File: src/rtl/edram_sched.sv
// Slot scheduler and refresh controller for the 32-row eDRAM macro.
// Each 4-clk slot carries one access or refresh; its writeback lands in the slot's last clk.
module edram_sched #(
   parameter int ROWS         = 32,
   parameter int ADDR_W       = 5,
   parameter int REF_INTERVAL = 256,
   parameter int REF_URGENT   = 2,
   parameter int OWED_W       = 3
) (
   input  logic              clk,
   input  logic              rst,
   input  logic              req_valid,
   input  logic              req_write,
   input  logic [ADDR_W-1:0] req_addr,
   output logic              req_ready,
   output logic              macro_en,
   output logic              macro_ref,
   output logic [ADDR_W-1:0] macro_addr,
   output logic              macro_wen,
   output logic [ADDR_W-1:0] macro_waddr,
   output logic              macro_wdata_sel,
   output logic              rd_done,
   output logic [ADDR_W-1:0] ref_row,
   output logic [OWED_W-1:0] ref_owed,
   output logic              ref_overflow
);

   localparam int TIMER_W = (REF_INTERVAL > 1) ? $clog2(REF_INTERVAL) : 1;
   localparam logic [OWED_W-1:0] OWED_MAX = '1;

   typedef enum logic [1:0] {SLOT_IDLE, SLOT_ACCESS, SLOT_REFRESH} slot_t;

   slot_t              state;
   slot_t              next_state;
   logic [1:0]         phase;
   logic [TIMER_W-1:0] timer;
   logic               credit;
   logic               urgent;
   logic               issue_acc;
   logic               issue_ref;
   logic               wb;
   logic [ADDR_W-1:0]  lat_addr;
   logic               lat_write;

   assign credit = (timer == TIMER_W'(REF_INTERVAL - 1));
   assign urgent = (int'(ref_owed) >= REF_URGENT);

   always_ff @(posedge clk) begin
      if (rst) state <= SLOT_IDLE;
      else     state <= next_state;
   end

   // Slot arbitration happens only at phase 0; an urgent refresh backlog beats a waiting requester.
   always_comb begin
      issue_acc  = 1'b0;
      issue_ref  = 1'b0;
      next_state = state;
      if (!rst && phase == 2'd0) begin
         issue_acc = !urgent && req_valid;
         issue_ref = urgent || (!req_valid && ref_owed != '0);
      end
      if (issue_acc)                              next_state = SLOT_ACCESS;
      else if (issue_ref)                         next_state = SLOT_REFRESH;
      else if (phase == 2'd3 || phase == 2'd0)    next_state = SLOT_IDLE;
   end

   always_comb begin
      req_ready       = issue_acc;
      macro_en        = issue_acc;
      macro_ref       = issue_ref;
      macro_addr      = '0;
      if (issue_acc)      macro_addr = req_addr;
      else if (issue_ref) macro_addr = ref_row;
      wb              = !rst && phase == 2'd3 && state != SLOT_IDLE;
      macro_wen       = wb;
      macro_waddr     = wb ? lat_addr : '0;
      macro_wdata_sel = wb && state == SLOT_ACCESS && lat_write;
      rd_done         = wb && state == SLOT_ACCESS && !lat_write;
   end

   // A credit landing on the same clk as a refresh issue cancels out; only a lost credit flags overflow.
   always_ff @(posedge clk) begin
      if (rst) begin
         phase        <= '0;
         timer        <= '0;
         ref_owed     <= '0;
         ref_row      <= '0;
         ref_overflow <= 1'b0;
         lat_addr     <= '0;
         lat_write    <= 1'b0;
      end else begin
         phase <= phase + 2'd1;
         timer <= credit ? '0 : timer + 1'b1;
         if (issue_acc) begin
            lat_addr  <= req_addr;
            lat_write <= req_write;
         end else if (issue_ref) begin
            lat_addr  <= ref_row;
            lat_write <= 1'b0;
            ref_row   <= (ref_row == ADDR_W'(ROWS - 1)) ? '0 : ref_row + 1'b1;
         end
         if (credit && !issue_ref) begin
            if (ref_owed == OWED_MAX) ref_overflow <= 1'b1;
            else                      ref_owed     <= ref_owed + 1'b1;
         end else if (!credit && issue_ref) begin
            ref_owed <= ref_owed - 1'b1;
         end
      end
   end

endmodule
File: config.mk
export PLATFORM = sky130hd
export DESIGN_NAME = edram_sched
export DESIGN_NICKNAME = d
export VERILOG_FILES = /design/src/rtl/edram_sched.sv
export SDC_FILE = /design/constraint.sdc
export NUM_CORES = 1
export LEC_CHECK = 0
export BUFFER_PORTS_ARGS = -buffer_cell sky130_fd_sc_hd__buf_4
export CAP_MARGIN = 20
export CORE_MARGIN = 4
export CORE_UTILIZATION = 25
export CTS_CLUSTER_DIAMETER = 200
export DETAILED_ROUTE_END_ITERATION = 12
export GPL_TIMING_DRIVEN = 1
export PLACE_DENSITY = 0.52
export RECOVER_POWER = 25
export SYNTH_ARGS = -nofsm -noshare
export SYNTH_HDL_FRONTEND = slang
export SYNTH_SLANG_ARGS = --single-unit
File: constraint.sdc
create_clock -name clk -period 3.1 [get_ports clk]
set_input_delay 0.465 -clock clk [delete_from_list [all_inputs] [get_ports clk]]
set_output_delay 0.465 -clock clk [all_outputs]
set_load 0.03 [all_outputs]
==> reports/qor.csv <==
metric,value,unit
outcome,completed,
core area,4850,µm²
critical path depth,9,
initial antenna violation count,0,
Netlist Area Pre-Place,1280,µm²
CP top delay family,simple AND/OR/NAND/NOR gates,
Leak,0.653,nW
Async SR Flop Fraction,0,%
post-layout net count,193,
Slew Limit Fails,0,
Crit path largest cell delay,0.39,ns
number of synthesized register bits,27,
WL final,2830,µm
Port-buffer cells,33,
die height,79.6,µm
VDD IR max,0.000145,V
postcts setup bufs,0,
num rows,25,
Clock Path Buffers,2,
"Top FF cell, synth",dfxtp_1,
Critical Path Start Type,flip-flop,
die width,79.6,µm
Syn Nets,161,
r2r startpoint,ref_owed[0]$_SDFFE_PP0P_,
Initial Util,26.5,%
Setup crit start,ref_owed[0]$_SDFFE_PP0P_,
cell type of the slowest stage on the worst timing path,dfxtp_1,
die area,6340,µm²
Syn Area/Cell,8.78,µm²
Root Driver,clkbuf_8,
number of fill cells,525,
CP Data Arrival Time,2.73,ns
Final ANT Viol Nets,0,
total CTS buffers,3,
Finish-stage setup viols,0,
clock skew,0.00246,ns
cts repair resizes,0,
Worst Path Buf+Inv,2,
worst setup margin,0.527,ns
DPL Wire Length,2200,µm
Final min period,2.57,ns
H-tree depth,1,
Ys Warns,0,
Post-Synthesis Cells,146,
setup TNS,0,ns
Worst Tran Pin Value,0.626,ns
cts hold-fix bufs,0,
global-route wire length before repair,4700,µm
fraction of layout instances using a drive strength above 1,19.8,%
fmax,389,MHz
gpl congestion,0.715,
Worst setup EP type,flip-flop,
Hold Path Class,flip-flop to flip-flop,
hold-critical path depth,1,
via count of the first global-routing pass,1020,
CTS tree,done,
"Clk Latency, worst-skew pair",0.26,ns
synth unique cells,36,
clk slew on worst S/H paths,0.09,ns
Final Hold Viols,0,
DR vias,1075,
GR Overflow Total,0,
RSZ-0062 raised after global routing,no,
critical path required time,3.26,ns
Final period util,83.0,%
routed vias/inst,4.41,
Initial DRC Count,63,
DRC,0,
Max-slew headroom,58.2,%
power per cell area,384,nW/µm²
crit path cell chain,"nor2b_4, o31ai_4, inv_2, nor3_4, inv_1, fa_1, nor3_1, a31oi_1, mux2_1",
number of synthesized flops with an enable pin,0,
"Area growth, synth to finish",25.0,%
Worst Setup Path Type,flip-flop to flip-flop,
clock sinks,27,
dpl ws,0.389,ns
diodes inserted,0,
post-synthesis sequential area ratio,42.1,%
worst-case reg-to-reg path depth,9,
wire length per cell,11.6,µm
# IOs,34,
largest net degree at the start of global routing,30,
max-cap check violation count,0,
Pre-antenna DRT Iters,4,
Total GRT Usage,9.43,%
Placed Cells,240,
HP Start,phase[0]$_SDFF_PP0_,
CP Max Fanout,14,
Layout Cells excl Fill,244,
-- cell type report --
| cell class | instances | area [µm²] | share of cell area, % |
|---|---|---|---|
| Tap cell | 67 | 83.8 | 5.23 |
| Sequential cell | 27 | 541 | 33.7 |
| Multi-Input combinational cell | 108 | 697 | 43.5 |
| Clock buffer | 4 | 45.0 | 2.81 |
| Inverter | 5 | 18.8 | 1.17 |
| Timing Repair Buffer | 33 | 218 | 13.6 |
-- power breakdown --
| group | switching (mW) | internal, mW | leakage, nW |
|---|---|---|---|
| Sequential | 0.00629 | 0.356 | 0.219 |
| Clock | 0.102 | 0.0919 | 0.0228 |
| Combinational | 0.0335 | 0.0262 | 0.411 |
-- through the flow --
step / utilization, % / cell area [µm²] / hold WS (ns) / power (mW)
3_5_place_dp: 32.7 / 1590 / 0.430 / 0.431
4_1_cts: 33.7 / 1630 / 0.447 / 0.626
3_3_place_gp: 32.7 / 1590 / 0.420 / 0.431
2_1_floorplan: - / 1280 / 0.402 / 0.410
5_1_grt: 33.1 / 1600 / 0.469 / 0.647
6_report: 33.1 / 1600 / 0.444 / 0.616
-- cell usage in the layout, fill, tap and decap left out, types with 2 or more instances in the layout --
| master | synthesis | layout |
|---|---|---|
| nor3_1 | 4 | 4 |
| and3_1 | 2 | 2 |
| nand4_1 | 3 | 3 |
| nor2_1 | 26 | 26 |
| ha_1 | 5 | 5 |
| o21ai_0 | 5 | 5 |
| and2_1 | 7 | 7 |
| nor2b_1 | 5 | 5 |
| nand2_1 | 5 | 5 |
| buf_4 | 1 | 25 |
| nand2b_1 | 4 | 4 |
| a22o_1 | 5 | 5 |
| clkbuf_1 | 5 | 9 |
| xor2_1 | 4 | 4 |
| a31oi_1 | 2 | 2 |
| a21oi_1 | 11 | 11 |
| inv_1 | 4 | 4 |
| dfxtp_1 | 27 | 27 |
| clkbuf_8 | 0 | 3 |
| nand3_1 | 4 | 4 |
-- synth_stat cells, types with 2 or more instances --
cell type  instances  share of area (%)
dfxtp_1           27                 42
nor2_1            26                7.6
a21oi_1           11                4.3
and2_1             7                3.4
a22o_1             5                3.4
clkbuf_1           5                1.5
ha_1               5                4.9
nand2_1            5                1.5
nor2b_1            5                2.4
o21ai_0            5                2.0
inv_1              4                1.2
nand2b_1           4                2.0
nand3_1            4                1.6
nor3_1             4                1.6
xor2_1             4                2.7
nand4_1            3                1.5
a31oi_1            2               0.98
and3_1             2               0.98
-- worst register-to-register path, cell delays in order (launching register included) --
cell,delay (ns)
dfxtp_1,0.39
nor2b_4,0.17
o31ai_4,0.33
inv_2,0.21
nor3_4,0.29
inv_1,0.08
fa_1,0.38
nor3_1,0.21
a31oi_1,0.07
mux2_1,0.33
-- registers in the layout, summed over array words and instances, names as in the netlist --
| register | count |
|---|---|
| lat_addr | 5 |
| lat_write | 1 |
| phase | 2 |
| ref_overflow | 1 |
| ref_owed | 3 |
| ref_row | 5 |
| state | 2 |
| timer | 8 |
-- worst paths after layout --
path,endpoint,slack (ns)
worst min register to register,phase[0]$_SDFF_PP0_,0.44
worst min-delay path,phase[0]$_SDFF_PP0_,0.44
worst max-delay path,ref_owed[2]$_SDFFE_PP0P_,0.53
worst max register to register,ref_owed[2]$_SDFFE_PP0P_,0.53
-- logic make-up after synthesis --
family,synth area share [%]
buffers and inverters,3.51
AOI/OAI and AO/OA,14.2
xor gates and xnor gates,3.41
DFF,42.1
muxes,2.54
adders and majority gates,6.44
and+or+nand+nor,27.7
-- per-layer routing --
metal  vias up  track usage [%]  part of all wire [%]  wire (µm)
met2        17             14.4                    46       1300
met5         -                0                     0          0
met3         2             2.37                   4.0        114
met4         0             4.12                  0.81         23
met1       488             12.5                    49       1400
li1        568                -                     -          -
Power figures use the tool's default switching activity.
